<file path="src/rtl/piso_pkg.sv">
// Shared types and defaults for the parallel-in serial-out transmitter.
`default_nettype none

package piso_pkg;

    typedef enum logic [0:0] {
        IDLE  = 1'b0,
        SHIFT = 1'b1
    } piso_state_e;

    localparam int DEFAULT_WIDTH = 8;

endpackage : piso_pkg

`default_nettype wire

</file>
<file path="src/rtl/piso_hold_reg.sv">
// One-entry word buffer that lets the next word wait while the current one shifts out.
`default_nettype none

module piso_hold_reg
    import piso_pkg::*;
#(
    parameter int WIDTH = DEFAULT_WIDTH
) (
    input  logic             clk,
    input  logic             rst_n,
    input  logic             wr_en_i,
    input  logic [WIDTH-1:0] wr_data_i,
    input  logic             rd_en_i,
    output logic [WIDTH-1:0] rd_data_o,
    output logic             full_o
);

    logic [WIDTH-1:0] data_q;
    logic             full_q;

    // Write and read are never requested together: writes only happen while the buffer is empty.
    always_ff @(posedge clk or negedge rst_n) begin
        if (!rst_n) begin
            data_q <= '0;
            full_q <= 1'b0;
        end else if (wr_en_i) begin
            data_q <= wr_data_i;
            full_q <= 1'b1;
        end else if (rd_en_i) begin
            full_q <= 1'b0;
        end
    end

    assign rd_data_o = data_q;
    assign full_o    = full_q;

endmodule : piso_hold_reg

`default_nettype wire

</file>
<file path="src/rtl/piso_tx.sv">
// Parallel-in serial-out transmitter with valid/ready input, frame strobe and last-bit pulse.
`default_nettype none

module piso_tx
    import piso_pkg::*;
#(
    parameter int WIDTH     = DEFAULT_WIDTH,
    parameter bit LSB_FIRST = 1'b1
) (
    input  logic             clk,
    input  logic             rst_n,
    input  logic             in_valid_i,
    input  logic [WIDTH-1:0] in_data_i,
    output logic             in_ready_o,
    output logic             serial_out_o,
    output logic             frame_o,
    output logic             done_o
);

    localparam int              CNT_W    = $clog2(WIDTH);
    localparam logic [CNT_W-1:0] LAST_CNT = CNT_W'(WIDTH - 1);
    localparam logic [CNT_W-1:0] PEN_CNT  = CNT_W'(WIDTH - 2);

    piso_state_e      state_q;
    logic [CNT_W-1:0] count_q;
    logic [WIDTH-1:0] sreg_q;
    logic             frame_q;
    logic             done_q;

    logic             hold_full;
    logic [WIDTH-1:0] hold_data;
    logic             accept;
    logic             last_bit;
    logic             hold_wr;
    logic             hold_rd;
    logic [WIDTH-1:0] sreg_shifted;
    logic [WIDTH-1:0] load_word;

    assign in_ready_o = !hold_full;
    assign accept     = in_valid_i && in_ready_o;
    assign last_bit   = (state_q == SHIFT) && (count_q == LAST_CNT);
    assign hold_wr    = accept && (state_q == SHIFT) && !last_bit;
    assign hold_rd    = last_bit && hold_full;
    assign load_word  = hold_full ? hold_data : in_data_i;

    piso_hold_reg #(
        .WIDTH (WIDTH)
    ) u_hold (
        .clk       (clk),
        .rst_n     (rst_n),
        .wr_en_i   (hold_wr),
        .wr_data_i (in_data_i),
        .rd_en_i   (hold_rd),
        .rd_data_o (hold_data),
        .full_o    (hold_full)
    );

    // The shift register's outgoing end is the serial output flop; it is zeroed when idle.
    if (LSB_FIRST) begin : g_lsb_first
        assign sreg_shifted = {1'b0, sreg_q[WIDTH-1:1]};
        assign serial_out_o = sreg_q[0];
    end else begin : g_msb_first
        assign sreg_shifted = {sreg_q[WIDTH-2:0], 1'b0};
        assign serial_out_o = sreg_q[WIDTH-1];
    end

    always_ff @(posedge clk or negedge rst_n) begin
        if (!rst_n) begin
            state_q <= IDLE;
            count_q <= '0;
            sreg_q  <= '0;
            frame_q <= 1'b0;
            done_q  <= 1'b0;
        end else begin
            case (state_q)
                IDLE: begin
                    if (accept) begin
                        state_q <= SHIFT;
                        sreg_q  <= in_data_i;
                        count_q <= '0;
                        frame_q <= 1'b1;
                        done_q  <= 1'b0;
                    end
                end
                SHIFT: begin
                    if (!last_bit) begin
                        sreg_q  <= sreg_shifted;
                        count_q <= count_q + 1'b1;
                        done_q  <= (count_q == PEN_CNT);
                    end else if (hold_full || accept) begin
                        // Back-to-back word: frame stays high with no idle gap.
                        sreg_q  <= load_word;
                        count_q <= '0;
                        done_q  <= 1'b0;
                    end else begin
                        state_q <= IDLE;
                        sreg_q  <= '0;
                        count_q <= '0;
                        frame_q <= 1'b0;
                        done_q  <= 1'b0;
                    end
                end
                default: begin
                    state_q <= IDLE;
                    sreg_q  <= '0;
                    count_q <= '0;
                    frame_q <= 1'b0;
                    done_q  <= 1'b0;
                end
            endcase
        end
    end

    assign frame_o = frame_q;
    assign done_o  = done_q;

endmodule : piso_tx

`default_nettype wire

</file>
<file path="config.mk">
export PLATFORM = sky130hd
export DESIGN_NAME = piso_tx
export DESIGN_NICKNAME = d
export VERILOG_FILES = /design/src/rtl/piso_pkg.sv /design/src/rtl/piso_hold_reg.sv /design/src/rtl/piso_tx.sv
export SDC_FILE = /design/constraint.sdc
export NUM_CORES = 1
export LEC_CHECK = 0
export ABC_AREA = 1
export ABC_CLOCK_PERIOD_IN_PS = 2000
export CAP_MARGIN = 20
export CORE_MARGIN = 2
export CORE_UTILIZATION = 60
export CTS_BUF_LIST = sky130_fd_sc_hd__clkbuf_8
export CTS_CLUSTER_SIZE = 8
export DETAILED_ROUTE_END_ITERATION = 10
export GPL_ROUTABILITY_DRIVEN = 0
export PLACE_DENSITY = 0.81
export RECOVER_POWER = 50
export REMOVE_ABC_BUFFERS = 1
export SKIP_LAST_GASP = 1
export SYNTH_ARGS = -nofsm -noshare
export SYNTH_HDL_FRONTEND = slang
export SYNTH_SLANG_ARGS = --single-unit
</file>
<file path="constraint.sdc">
create_clock -name clk -period 2 [get_ports clk]
set_input_delay 0.2 -clock clk [delete_from_list [all_inputs] [get_ports clk]]
set_output_delay 0.2 -clock clk [all_outputs]
set_load 0.1 [all_outputs]
</file>
---- Yosys cells after proc, flatten, opt, wreduce, memory -nomap -nowiden ----
Cells that the tools add are included.
storage, ports and cells
  bits in registers ....................... 23
  output and inout port bits .............. 4
  logic and storage cells ................. 45
operators by class
  $add $sub $neg .......................... 1
  equal/unequal tests ..................... 5
  muxes and demuxes ....................... 21
  bitwise operators ....................... 1
  reduce and logical (&&, ||, !) cells .... 10
operator list
  cell                                                                     number
  8-bit 2-to-1 mux                                                         4
  8-bit case mux with 2 select lines                                       1
  1-bit 2-to-1 mux                                                         10
  3-bit == test, second input constant                                     2
  3-bit 2-to-1 mux                                                         2
  1-bit case mux with 2 select lines                                       3
  3-bit case mux with 2 select lines                                       1
  1-bit logical AND                                                        5
  2-bit inequality test, second input constant                             2
  3-bit by 1-bit adder with 3-bit output, second input constant            1
  3-bit AND reduction                                                      1
  1-bit zero test                                                          2
  2-bit by 1-bit inequality test with 1-bit output, second input constant  1
  2-bit nonzero test                                                       1
  1-bit logical OR                                                         1
  1-bit inverter                                                           1

---- Depth between registers and ports, before layout ----
  word-level depth ........................ 6
  gate-level depth with buffers ........... 7

---- Cells and area by module ----
Synthesis repeated with hierarchy kept, for this count alone.
second synthesis, totals
  cell total of the unflattened synthesis .. 146
  area total of the unflattened synthesis .. 1,149.9 sq um
modules (own cells, without submodules)
  module         times used  cells each  area an instance (sq um)  sequential area each (sq um)
  piso_tx        1           108         808.3                     350.3
  piso_hold_reg  1           38          341.6                     225.2

---- Least setup slack after synthesis ----
Ideal clock, no wire load.
  path kind ............................... register to register
  start ................................... register count_q[1]
  end ..................................... register u_hold.data_q[0] (netlist: u_hold.rd_data_o[0])
  library setup time ...................... 0.065 ns
  arrival time ............................ 1.230 ns
  data required time ...................... 1.935 ns
  path slack .............................. 0.705 ns
  cell stages (with the launch flop) ...... 7
  path through ............................ dfrtp_1 ha_1 ha_1 nor2_1 buf_2 nand3_1 nand2_1
on the way
  longest elaborated chain between the ends .. 4
RTL lines
  item                      RTL line             text
  start: declaration        piso_tx.sv:25        logic [CNT_W-1:0] count_q;
  start signal: assignment  piso_tx.sv:88        count_q <= count_q + 1'b1;
  3-bit == test             piso_tx.sv:41        assign last_bit = (state_q == SHIFT) && (count_q == LAST_CNT);
  1-bit logical AND         piso_tx.sv:41
  1-bit zero test           --
  1-bit logical AND         piso_tx.sv:42        assign hold_wr = accept && (state_q == SHIFT) && !last_bit;
  end signal: assignment    piso_hold_reg.sv:27  data_q <= wr_data_i;
  end: declaration          piso_hold_reg.sv:18  logic [WIDTH-1:0] data_q;
No other way between the ends.
A chain may end at the register's enable or synchronous reset.

---- Worst setup path after layout ----
  start ................................... register count_q[0]
  end ..................................... register u_hold.data_q[7] (netlist: u_hold.rd_data_o[7])
Same word-level chain as after synthesis.

==> impl_metrics.yaml <==
status:
  status: "finished clean"
worst_setup_path:
  cp.buffers_inverters: 0
  r2r-end: "u_hold.rd_data_o[7]"
  reg2reg_slack_ns: 0.31
  r2r_start: "count_q[0]"
  crit_top_cell: "ha_1"
  crit_arrival_ns: 1.85
  cp_cell_sequence: "ha_1 -> ha_1 -> nor2_1 -> nand2_2 -> nand2_1 -> o21ai_1"
  slowest_stage: "dfrtp_1"
  crit_family: "simple AND/OR/NAND/NOR gates"
  critPathLaunchType: "register"
  worst-setup-path-type: "register to register"
  required_ns: 2.16
  reg2regPathDepth: 6
  crit_path_max_fanout: 10
  cp-end-kind: "register"
  critical_path.max_stage_delay_ns: 0.39
synth:
  async_flop_share: 1.00
  yosysMostFrequentCell: "nand2_1"
  synth-edff-count: 0
  ys_warn_count: 0
  syn-cell-area_um2: 1260
  synth_top_cell_by_area: "dfrtp_1"
  synthTopCellsByArea: "dfrtp_1 46%, nand2_1 19%, nand3_1 9.6%"
  postSynthCellCount: 161
  synthTopCellsByCount: "64 x nand2_1, 24 x nand3_1, 23 x dfrtp_1"
  avgSynthCellArea_um2: 7.80
  seq_area_frac_synth: 0.458
  synth_cell_types: 20
  yosysTopAreaCellShare: 0.458
  synth-seq-cells: 23
  ys.flop_type: "dfrtp_1"
worst_hold_path:
  worstHoldPathType: "register to register"
  hold_end: "u_hold.rd_data_o[0]"
  min_from: "u_hold.rd_data_o[0]"
  holdPathStages: 2
drt:
  drt_iter0_markers: 47
  drtAntennaViolNets: 0
  finalWirelength_mm: 2.77
  route.vias.total: 1089
  drc_errors: 0
  routedWlPerCell_um: 13.7
  drt_first_pass_iters: 4
  via_per_inst: 5.39
layout:
  fin_util: 0.730
  multiInputGateArea_um2: 589
  layout-drive-gt1-share: 0.143
  regArea_um2: 576
  antenna_cells: 0
  final_nets: 190
  finalNonFillerCells: 202
  fin_area_um2: 1430
  area.growth.synth_to_final_pct: 13.9
  fillCellCount: 162
floorplanning:
  start_util: 0.640
  die_area_um2: 2480
  core_area_um2: 1960
  die_h_um: 49.8
  die_w_um: 49.8
  rows: 16
  ios: 15
global_routing:
  grt_usage: 0.260
  antenna_found_initial: 0
  grt_pass1_vias: 1040
  overflow: 0
  grt_pass1_wl_mm: 4.82
  grt_max_degree: 24
power:
  ir_worst_vdd_mv: 1.03
  clkPwrFrac: 0.123
  p_total_uw: 2360
  power_density_nw_per_um2: 1650
  cell_internal_pwr_uw: 1220
  power_frac_seq: 0.354
  p_sw_uw: 1140
  netSwitchingFraction: 0.485
  pwr-share-comb: 0.524
  p_leak_uw: 0.000716
placement:
  place_inst: 198
  io_buffers: 14
  hpwl_mm: 2.09
  placed_cell_area_um2: 1400
timing:
  timing.final.max_slew_violations: 0
  setup_tns_ns: 0
  hold_viol_final: 0
  fin_skew_ns: 0.00955
  setup_violations: 0
  fmax_mhz: 593
  worstMarginPinSlew_ns: 1.26
  slew_headroom: 0.158
  rsz0062_at_grt: "no"
  timing.final.crit_share: 0.843
  period_needed_ns: 1.69
clock_tree:
  clk_pin_slew_ns: 0.08
  cts_tree: "built"
  cts_resized: 0
  postCtsSetupBuffers: 0
  cts_max_level: 1
  cts_hold_buf: 0
  clkLatencyLatePin_ns: 0.28
  clkSinkCount: 23
  cts_inserted_buffers: 3
  cts_root_buffer: "clkbuf_8"
  clk_path_buf_depth: 2
flow_run:
  cap_viol_max_count: 0
## registers in the layout, summed over array words and instances (netlist names)
register	count
sreg_q	8
u_hold.rd_data_o	8
count_q	3
done_o	1
frame_o	1
state_q	1
u_hold.full_o	1
## worst reg2reg max path, cell delays in order (launching register included)
cell	delay [ns]
dfrtp_1	0.39
ha_1	0.21
ha_1	0.22
nor2_1	0.38
nand2_2	0.22
nand2_1	0.10
o21ai_1	0.07
## metal layers
layer  vias to the layer above  wire (µm)  GRT usage
met4                         0         38     0.0833
met2                        23       1350      0.418
met5                         -          0          0
met3                         3         95     0.0455
met1                       520       1290      0.357
li1                        543          -          -
## power groups by stage
stage / Clock [µW] / Combinational (µW) / Sequential, µW
after floorplan: 0 / 733 / 1010
after global placement: 0 / 1200 / 824
after detailed placement: 0 / 1250 / 840
after CTS: 296 / 1260 / 832
after global routing: 311 / 1370 / 863
final: 290 / 1240 / 834
## how the worst max path moves through the flow
| stage | cells after the start | start | to | slack [ns] |
|---|---|---|---|---|
| final | 6 | count_q[0] | u_hold.rd_data_o[7] | 0.31 |
| after global routing | 6 | count_q[1] | u_hold.rd_data_o[7] | 0.17 |
| after CTS | 6 | count_q[0] | u_hold.rd_data_o[7] | 0.31 |
| after detailed placement | 6 | in_valid_i | u_hold.rd_data_o[7] | 0.32 |
| after global placement | 6 | in_valid_i | u_hold.rd_data_o[7] | 0.39 |
| after floorplan | 6 | count_q[1] | u_hold.rd_data_o[7] | 0.38 |
## cell usage in the layout (no fill, tap or decap)
cell,instances
a21oi_1,2
a21oi_2,6
a21oi_4,1
buf_12,1
buf_4,3
clkbuf_1,2
clkbuf_2,1
clkbuf_8,3
clkdlybuf4s50_1,9
clkinv_1,1
dfrtp_1,23
dlygate4sd3_1,1
ha_1,3
inv_1,5
inv_2,2
inv_4,1
nand2_1,64
nand2_2,1
nand3_1,24
nor2_1,9
nor2_2,6
nor3_1,1
o21ai_0,5
o21ai_1,1
## area by class of cell
| cell class | instances | area share |
|---|---|---|
| timing repair buffer | 17 | 0.108 |
| tap | 27 | 0.0236 |
| clock buffer | 3 | 0.0288 |
| sequential | 23 | 0.402 |
| multi-input combinational | 123 | 0.412 |
| clock inverter | 1 | 0.00262 |
| inverter | 8 | 0.0227 |
## cells by family after synthesis
kind of cell             share of synthesized area
AO/OA/AOI/OAI                               0.0866
AND/OR/NAND/NOR                              0.353
buffers and inverters                       0.0727
flip-flops                                   0.458
adder cells (fa/ha/maj)                     0.0299
## through the flow
stage	hold WS [ns]	setup WS, ns
2_1_floorplan	-0.0956	0.384
6_report	0.487	0.314
5_1_grt	0.511	0.168
4_1_cts	0.279	0.311
3_5_place_dp	0.465	0.322
3_3_place_gp	0.458	0.394
Note: power is estimated with default switching activity, not from simulation.
